--- src/rtl/prefetch_pkg.sv ---
// Shared types and helpers for the instruction prefetcher.
package prefetch_pkg;

   localparam logic [15:0] DEFAULT_RESET_CS = 16'hFFFF;
   localparam logic [15:0] DEFAULT_RESET_IP = 16'h0000;

   typedef enum logic [1:0] {
      S_IDLE,
      S_FETCH,
      S_DISCARD
   } fetch_state_t;

   // 20-bit real-mode physical address; the carry out of bit 19 is dropped.
   function automatic logic [19:0] phys_addr(input logic [15:0] cs, input logic [15:0] ip);
      return {cs, 4'b0000} + {4'b0000, ip};
   endfunction

   // Bytes usable from one bus beat: stop at the end of the beat or at the
   // IP wrap point, whichever comes first.
   function automatic logic [2:0] fetch_count(input logic [1:0] offset,
                                              input logic [15:0] ip,
                                              input int bus_bytes);
      int to_bus_end;
      int to_wrap;
      to_bus_end = bus_bytes - int'(offset);
      to_wrap    = 32'h0001_0000 - int'(ip);
      return (to_bus_end < to_wrap) ? 3'(to_bus_end) : 3'(to_wrap);
   endfunction

endpackage

--- src/rtl/multi_write_fifo.sv ---
// Byte FIFO that accepts up to WR_BYTES bytes per cycle and pops one byte.
module multi_write_fifo #(
   parameter int DEPTH    = 6,
   parameter int WR_BYTES = 2
) (
   input  logic                         clk,
   input  logic                         reset,
   input  logic                         flush,
   input  logic                         wr_en,
   input  logic [2:0]                   wr_count,
   input  logic [WR_BYTES*8-1:0]        wr_data,
   input  logic                         rd_en,
   output logic [7:0]                   rd_data,
   output logic                         empty,
   output logic [$clog2(DEPTH+1)-1:0]   level
);

   localparam int PW = (DEPTH > 1) ? $clog2(DEPTH) : 1;
   localparam int LW = $clog2(DEPTH+1);

   logic [7:0]    mem [DEPTH];
   logic [PW-1:0] wr_ptr;
   logic [PW-1:0] rd_ptr;
   logic [LW-1:0] count_q;
   logic          do_rd;

   // Circular pointer advance for a depth that need not be a power of two.
   function automatic logic [PW-1:0] ptr_add(input logic [PW-1:0] p, input int n);
      int s;
      s = int'(p) + n;
      if (s >= DEPTH) s = s - DEPTH;
      return PW'(s);
   endfunction

   assign empty   = (count_q == '0);
   assign level   = count_q;
   assign do_rd   = rd_en && !empty;
   assign rd_data = empty ? 8'h00 : mem[rd_ptr];

   // Pointers and occupancy; a flush empties the queue and beats read/write.
   always_ff @(posedge clk) begin
      if (reset || flush) begin
         wr_ptr  <= '0;
         rd_ptr  <= '0;
         count_q <= '0;
      end else begin
         if (wr_en) wr_ptr <= ptr_add(wr_ptr, int'(wr_count));
         if (do_rd) rd_ptr <= ptr_add(rd_ptr, 1);
         count_q <= count_q + (wr_en ? LW'(wr_count) : LW'(0)) - LW'(do_rd);
      end
   end

   // Byte storage: all bytes of one beat land in the same cycle.
   // NOTE: storage has no reset; empty gates rd_data so stale bytes never show.
   always_ff @(posedge clk) begin
      if (wr_en && !flush && !reset) begin
         for (int i = 0; i < WR_BYTES; i++) begin
            if (i < int'(wr_count)) mem[ptr_add(wr_ptr, i)] <= wr_data[8*i +: 8];
         end
      end
   end

endmodule

--- src/rtl/prefetch_queue.sv ---
// Instruction prefetcher: fetch sequencing from CS:IP, byte queue, head-IP tracking.
module prefetch_queue
   import prefetch_pkg::*;
#(
   parameter int          DEPTH     = 6,
   parameter int          BUS_BYTES = 2,
   parameter logic [15:0] RESET_CS  = DEFAULT_RESET_CS,
   parameter logic [15:0] RESET_IP  = DEFAULT_RESET_IP
) (
   input  logic                               clk,
   input  logic                               reset,
   input  logic                               load_new_ip,
   input  logic [15:0]                        new_cs,
   input  logic [15:0]                        new_ip,
   input  logic                               rd_en,
   output logic [7:0]                         rd_data,
   output logic                               empty,
   output logic [$clog2(DEPTH+1)-1:0]         level,
   output logic [15:0]                        head_ip,
   output logic                               mem_access,
   input  logic                               mem_ack,
   output logic [19-$clog2(BUS_BYTES):0]      mem_address,
   input  logic [BUS_BYTES*8-1:0]             mem_data
);

   localparam int AW = $clog2(BUS_BYTES);
   localparam int LW = $clog2(DEPTH+1);
   localparam logic [LW-1:0] ROOM_LIMIT = LW'(DEPTH - BUS_BYTES);

   fetch_state_t           state;
   logic [15:0]            cs;
   logic [15:0]            fetch_ip;
   logic [19:0]            cur_phys;
   logic [19:0]            issue_phys;
   logic [1:0]             offset;
   logic [2:0]             count;
   logic [BUS_BYTES*8-1:0] aligned_data;
   logic                   accept_ack;
   logic                   pop;
   logic                   room_ok;

   // Address, byte count and control decode for the current cycle.
   // NOTE: every always_comb output gets a value up front, so no latch can form.
   always_comb begin
      cur_phys     = phys_addr(cs, fetch_ip);
      issue_phys   = load_new_ip ? phys_addr(new_cs, new_ip) : cur_phys;
      offset       = cur_phys[1:0] & 2'(BUS_BYTES - 1);
      count        = fetch_count(offset, fetch_ip, BUS_BYTES);
      aligned_data = mem_data >> {offset, 3'b000};
      accept_ack   = (state == S_FETCH) && mem_ack && !load_new_ip;
      pop          = rd_en && !empty && !load_new_ip;
      // A redirect flushes the queue, so there is always room for its fetch.
      room_ok      = load_new_ip || (level <= ROOM_LIMIT);
   end

   multi_write_fifo #(
      .DEPTH    (DEPTH),
      .WR_BYTES (BUS_BYTES)
   ) u_fifo (
      .clk      (clk),
      .reset    (reset),
      .flush    (load_new_ip),
      .wr_en    (accept_ack),
      .wr_count (count),
      .wr_data  (aligned_data),
      .rd_en    (pop),
      .rd_data  (rd_data),
      .empty    (empty),
      .level    (level)
   );

   // Fetch FSM with registered bus request; S_DISCARD swallows the ack of a
   // request that a redirect made stale, since the bus cannot abort it.
   // NOTE: sequential state uses non-blocking assignments only.
   always_ff @(posedge clk) begin
      if (reset) begin
         state       <= S_IDLE;
         mem_access  <= 1'b0;
         mem_address <= '0;
         cs          <= RESET_CS;
         fetch_ip    <= RESET_IP;
         head_ip     <= RESET_IP;
      end else begin
         if (load_new_ip) begin
            cs       <= new_cs;
            fetch_ip <= new_ip;
            head_ip  <= new_ip;
         end else begin
            if (pop)        head_ip  <= head_ip + 16'd1;
            if (accept_ack) fetch_ip <= fetch_ip + 16'(count);
         end

         case (state)
            S_IDLE: begin
               if (room_ok) begin
                  state       <= S_FETCH;
                  mem_access  <= 1'b1;
                  mem_address <= issue_phys[19:AW];
               end
            end
            S_FETCH: begin
               if (mem_ack) begin
                  state      <= S_IDLE;
                  mem_access <= 1'b0;
               end else if (load_new_ip) begin
                  state <= S_DISCARD;
               end
            end
            S_DISCARD: begin
               if (mem_ack) begin
                  state      <= S_IDLE;
                  mem_access <= 1'b0;
               end
            end
            default: begin
               state      <= S_IDLE;
               mem_access <= 1'b0;
            end
         endcase
      end
   end

endmodule

--- config.mk ---
export PLATFORM = sky130hd
export DESIGN_NAME = prefetch_queue
export DESIGN_NICKNAME = d
export VERILOG_FILES = /design/src/rtl/prefetch_pkg.sv /design/src/rtl/multi_write_fifo.sv /design/src/rtl/prefetch_queue.sv
export SDC_FILE = /design/constraint.sdc
export NUM_CORES = 1
export LEC_CHECK = 0
export CORE_MARGIN = 5
export CORE_UTILIZATION = 50
export DETAILED_ROUTE_END_ITERATION = 6
export GPL_ROUTABILITY_DRIVEN = 0
export GPL_TIMING_DRIVEN = 1
export PLACE_DENSITY = 0.72
export SKIP_LAST_GASP = 1
export SYNTH_ARGS = -nofsm -noshare
export SYNTH_HDL_FRONTEND = slang
export SYNTH_SLANG_ARGS = --single-unit
--- constraint.sdc ---
create_clock -name clk -period 10.3 [get_ports clk]
set_input_delay 2.06 -clock clk [delete_from_list [all_inputs] [get_ports clk]]
set_output_delay 2.06 -clock clk [all_outputs]
set_load 0.1 [all_outputs]
==> flow_metrics.tcl, run 1 <==
set metrics [dict create \
    syn_avg_cell_area_um2 9.17 \
    power_density_nw_per_um2 162 \
    cp.depth 4 \
    start_kind "register" \
    grt_setup_unrepaired "false" \
    grt_pass1_vias 7282 \
    gr-max-usage-layer "met2" \
    crit_path_end "rd_data[4]" \
    grt-ovfl-total 0 \
    cap_viol_max_count 0 \
    ir_worst_vdd_mv 0.121 \
    num_vias 7567 \
    tightest_slew_ns 1.18 \
    ant_nets 0 \
    path_cells "mux4_2 -> nor2_1 -> a211oi_1 -> clkdlybuf4s50_1" \
    final_hold_viol_count 0 \
    io_pins 101 \
    finalCritPeriodShare 0.515 \
    cts_hold_buffers 0 \
    syn_to_final_growth_pct 20.7 \
    final_common_cell "clkdlybuf4s50_1" \
    cts.sinks 130 \
    ys_seq_area_frac 0.356 \
    power_switching_uw 597 \
    cts_htree_levels 4 \
    synth_edf_count 48 \
    gr-usage-met2 0.397 \
    hpwl_um 17400 \
    fillers 1494 \
    via_per_inst 5.99 \
    drcViolationCount 0 \
    cp_num_buf_inv 1 \
    avgRoutedWirePerCell_um 19.0 \
    grt_use_met1 0.326 \
    cts_setup_buffers 0 \
    synth_nets 1046 \
    cp_data_required_time_ns 8.24 \
    netlist_area_um2 8670 \
    arrival_ns 3.24 \
    ys_top_cells_by_area "dfxtp_1, edfxtp_1, mux2i_1" \
    design.die.area_um2 20100 \
    antenna_found_initial 0 \
    power.static_leakage_uw 0.00398 \
    grt_usage 0.243 \
    use_met3 0.0391 \
    fp.dieH_um 142 \
    cts_tree "done" \
    grt_pass1_wl_um 39200 \
    critPathCaptureType "output port" \
    timing.fmax_ghz 0.189 \
    status "finished clean" \
    syn_inst 945 \
    ys_types 71 \
    ys.flop_type "dfxtp_1" \
    dpl_cell_area_um2 9840 \
    worst-path-max-fanout 16 \
    drt-pass1-iter-count 6 \
    wirelength_um 24000 \
    rr_startpoint "fetch_ip[0]" \
    yosysTopAreaCell "dfxtp_1" \
    cp_top_family "buffers and inverters" \
    finalClockSkew_ns 0.0105 \
    slew_headroom 0.206 \
    slew_viol_final 0 \
    root_buffer "clkbuf_16" \
    p_int_uw 1100 \
    floorplan.core_area_um2 17200 \
    min_path_type "register to register" \
    power_frac_comb 0.268 \
    r2r_cells 15 \
    fp.dieW_um 142 \
    cts_resized 0 \
    start_util 0.505 \
    setup_tns_ns 0 \
    final_cell_mix "clkdlybuf4s50_1, dfxtp_1, mux2i_1" \
    max_stage_delay_ns 1.18 \
    p_clk_frac 0.383 \
    fin_crit_ns 5.30 \
    p_sw_frac 0.352 \
    synth-seq-cells 130 \
    setup_viol_count_final 0 \
    drive_gt1_frac 0.0799 \
    critPathSlowestCell "clkdlybuf4s50_1" \
    drtIter0Drc 667 \
    final_area_um2 10500 \
    rrSetupSlack_ns 5.73 \
    synth_top_area_frac 0.189 \
    synth_async_sr_flop_share 0 \
    layout.nets 1127 \
    port_buffers 100 \
    reg2reg_to "u_fifo.level[2]" \
    sequentialPowerShare 0.349 \
    rows 48 \
    hp-start "mem_address[5]" \
    clockBufferDepth 2 \
    n_antenna_cell 0 \
    clk_pin_slew_worst_paths_ns 0.06 \
    grt_start_max_net_pins 69 \
    fin_hold_ws_ns 0.455 \
    synth_warnings 0 \
    critical_path_class "register to output port" \
    numCtsBuffers 17 \
    clk_latency_ns 0.43 \
]
-- cell families (layout without fill, tap and decap cells) --
logic type,Yosys count,after routing,synth area share
and+or+nand+nor,285,285,0.169
AOI/OAI and AO/OA,254,254,0.195
DFF,130,130,0.356
muxes,90,90,0.116
buffers and inverters,85,179,0.0388
xor gates and xnor gates,52,52,0.0525
adders and majority gates,48,48,0.0727
other,1,1,0.000433
-- registers in the layout (all words and copies together) (netlist names), named ones only --
| signal | flops |
|---|---|
| u_fifo.mem | 48 |
| mem_access | 1 |
| u_fifo.wr_ptr | 3 |
| u_fifo.level | 3 |
| mem_address | 19 |
| head_ip | 16 |
| u_fifo.rd_ptr | 3 |
| cs | 16 |
| fetch_ip | 16 |
| state | 2 |
-- Yosys cell counts, types with 13 or more instances --
master	number
dfxtp_1	82
mux2i_1	80
nand2_1	74
nor2_1	72
o22ai_1	49
edfxtp_1	48
a21oi_1	44
ha_1	44
o21ai_0	38
clkbuf_1	34
inv_1	31
nor3_1	31
a211oi_1	30
xnor2_1	26
xor2_1	26
nand3_1	25
o21a_1	13
-- routing by layer --
layer | routed length (um) | vias to the layer above
li1 | - | 3714
met1 | 10500 | 3560
met2 | 11600 | 245
met3 | 1270 | 48
met4 | 603 | 0
met5 | 0 | -
-- power by group through the flow --
| stage | Sequential [uW] | Combinational (uW) | Clock [uW] |
|---|---|---|---|
| global placement | 603 | 449 | 0 |
| floorplan | 717 | 218 | 0 |
| finish | 593 | 455 | 650 |
| CTS | 593 | 456 | 655 |
| global route | 597 | 490 | 677 |
| detailed placement | 604 | 453 | 0 |
-- worst min-delay path by stage --
stage	cells after the start	endpoint	slack, ns
floorplan	2	cs[0]	0.45
global placement	2	mem_address[5]	0.44
detailed placement	2	mem_address[5]	0.45
CTS	2	mem_address[5]	0.46
global route	2	mem_address[14]	0.49
finish	2	mem_address[5]	0.46
-- tightest hold or removal path: stages, from the launching register on --
cell     delay [ns]
dfxtp_1        0.31
nand2_1        0.05
a21oi_1        0.05
-- metrics by stage --
step | utilization | power (uW) | cells | worst slack, ns
global route | 0.609 | 1760 | 1264 | 4.77
CTS | 0.609 | 1700 | 1264 | 4.93
global placement | 0.573 | 1050 | 1232 | 5.33
detailed placement | 0.573 | 1060 | 1232 | 5.28
finish | 0.609 | 1700 | 1264 | 5.00
floorplan | - | 935 | 945 | 3.21
-- final cells by class --
class                      instances  area (um^2)  area share
timing repair buffer             114         1100       0.105
sequential                       130         3080       0.295
clock inverter                    15          196      0.0188
inverter                          33          124      0.0118
multi-input combinational        730         5250       0.502
tap                              225          282      0.0269
clock buffer                      17          425      0.0407
Power figures use the tool's default switching activity.
==> run 2, diff against run 1 <==
- PLACE_DENSITY: 0.72 -> 0.75
- clock period: 10.3 -> 4.85 ns (I/O delays scaled with it)
==> run 2 against run 1 <==
Effect of this change: combinational power grew 110%; largest cell class unchanged; sequential power grew 110%; critical path depth grew 10; total power grew 100%; count of clock-buffer cells in the layout is the same; utilization shrank 0.39 points.
==> flow_metrics.tcl, run 2 (synthesis gave the netlist of run 1 again) <==
set metrics [dict create \
    wl_met1_um 10100 \
    finalClockSkew_ns 0.0200 \
    clk_latency_ns 0.43 \
    tightest_slew_ns 1.20 \
    grt_pass1_wl_um 39600 \
    hp-start "mem_address[14]" \
    slew_headroom 0.191 \
    syn_to_final_growth_pct 19.9 \
    floorplan.core_area_um2 17200 \
    final_hold_viol_count 0 \
    start_kind "register" \
    rrSetupSlack_ns 0.89 \
    hpwl_um 17300 \
    timing.fmax_ghz 0.252 \
    drive_gt1_frac 0.0913 \
    r2r_cells 14 \
    cts_resized 0 \
    cp_data_required_time_ns 5.16 \
    rr_startpoint "fetch_ip[1]" \
    avgRoutedWirePerCell_um 19.2 \
    final_common_cell "clkdlybuf4s50_1" \
    drcViolationCount 0 \
    start_util 0.505 \
    fin_hold_ws_ns 0.465 \
    holdPathEnd "mem_address[14]" \
    cts_tree "done" \
    grt_start_max_net_pins 66 \
    reg2reg_to "u_fifo.level[2]" \
    largest_register_ffs 48 \
    drt-pass1-iter-count 6 \
    root_buffer "clkbuf_16" \
    setup_tns_ns 0 \
    fin_crit_ns 3.96 \
    met2_length_um 12300 \
    wirelength_um 24400 \
    n_antenna_cell 0 \
    cts_hold_buffers 0 \
    num_vias 7757 \
    cts_setup_buffers 0 \
    ant_nets 0 \
    critPathCaptureType "register" \
    reg_top3 "u_fifo.mem x48, mem_address x19" \
    power_density_nw_per_um2 330 \
    wl_met3_um 1470 \
    power.static_leakage_uw 0.00397 \
    grt_usage 0.245 \
    fp.dieH_um 142 \
    port_buffers 100 \
    status "finished clean" \
    ir_worst_vdd_mv 0.259 \
    cts_htree_levels 4 \
    path_cells "inv_1 -> ha_1 -> nor3b_2 -> and2_1 -> o22a_1 -> or4_4 -> o21ai_2 -> nand2_2 -> nand2_1 -> ha_1 -> fa_1 -> xnor2_1 -> xnor2_1 -> nor2_1" \
    setup_viol_count_final 0 \
    antenna_found_initial 0 \
    finalCritPeriodShare 0.817 \
    grt-ovfl-total 0 \
    whs_path_depth 2 \
    timing.critical_path.from "fetch_ip[1]" \
    design.die.area_um2 20100 \
    min_path_type "register to register" \
    drtIter0Drc 681 \
    clockBufferDepth 2 \
    top_layer "met4" \
    critPathSlowestCell "or4_4" \
    clk_pin_slew_worst_paths_ns 0.06 \
    via_per_inst 6.13 \
    numCtsBuffers 17 \
    regMostFlops "u_fifo.mem" \
    cap_viol_max_count 0 \
    io_pins 101 \
    cts.sinks 130 \
    arrival_ns 4.27 \
    fp.dieW_um 142 \
    slew_viol_final 0 \
    grt_pass1_vias 7611 \
    worst-path-max-fanout 9 \
    max_stage_delay_ns 0.56 \
    final_cell_mix "clkdlybuf4s50_1, mux2i_1, dfxtp_1" \
    grt_setup_unrepaired "false" \
    rows 48 \
    critical_path_class "register to register" \
    layout.nets 1130 \
    fillers 1523 \
]
-- run 2: where the power goes --
part,internal (uW),switching (uW),leakage [uW],total [uW]
combinational,317,650,0.00260,967
sequential,1200,64.4,0.00111,1260
clock,696,502,0.000260,1200
total,2210,1220,0.00397,3430
-- run 2: worst max-delay path: cells and delay by family, from the launching register on --
kind / cells / cell delay, ns
AO/OA/AOI/OAI: 2 / 0.55
XOR/XNOR: 2 / 0.31
adder cells (fa/ha/maj): 3 / 1.00
buffers and inverters: 1 / 0.20
flip-flops: 1 / 0.53
AND/OR/NAND/NOR: 6 / 1.24
-- run 2: through the flow --
stage,setup WS (ns),cell area (um^2),cells,total power [uW],utilization
after detailed placement,0.951,9850,1235,2240,0.574
after CTS,0.892,10400,1266,3440,0.605
after global routing,0.609,10400,1266,3560,0.605
after floorplan,0.108,8680,945,1990,-
final,0.888,10400,1266,3430,0.605
after global placement,1.02,9850,1235,2230,0.574
-- run 2: final cells by class --
type                            instances  area [um^2]  area share
Clock buffer                           17          425      0.0409
Clock inverter                         14          119      0.0114
Sequential cell                       130         3090       0.297
Timing Repair Buffer                  117         1100       0.106
Multi-Input combinational cell        730         5260       0.506
Inverter                               33          124      0.0119
Tap cell                              225          282      0.0271
-- run 2: routing by layer --
layer  vias up  GRT usage
met4         0     0.0758
met1      3693      0.304
met2       309      0.431
met3        48     0.0442
met5         -          0
li1       3707          -
-- run 2: worst max path at each step --
stage | to | slack, ns | depth (start not counted)
floorplan | rd_data[5] | 0.11 | 5
global placement | u_fifo.level[2] | 1.02 | 14
detailed placement | u_fifo.mem[1][4] | 0.95 | 12
CTS | u_fifo.level[2] | 0.89 | 14
global route | u_fifo.wr_ptr[2] | 0.61 | 13
finish | u_fifo.level[2] | 0.89 | 14
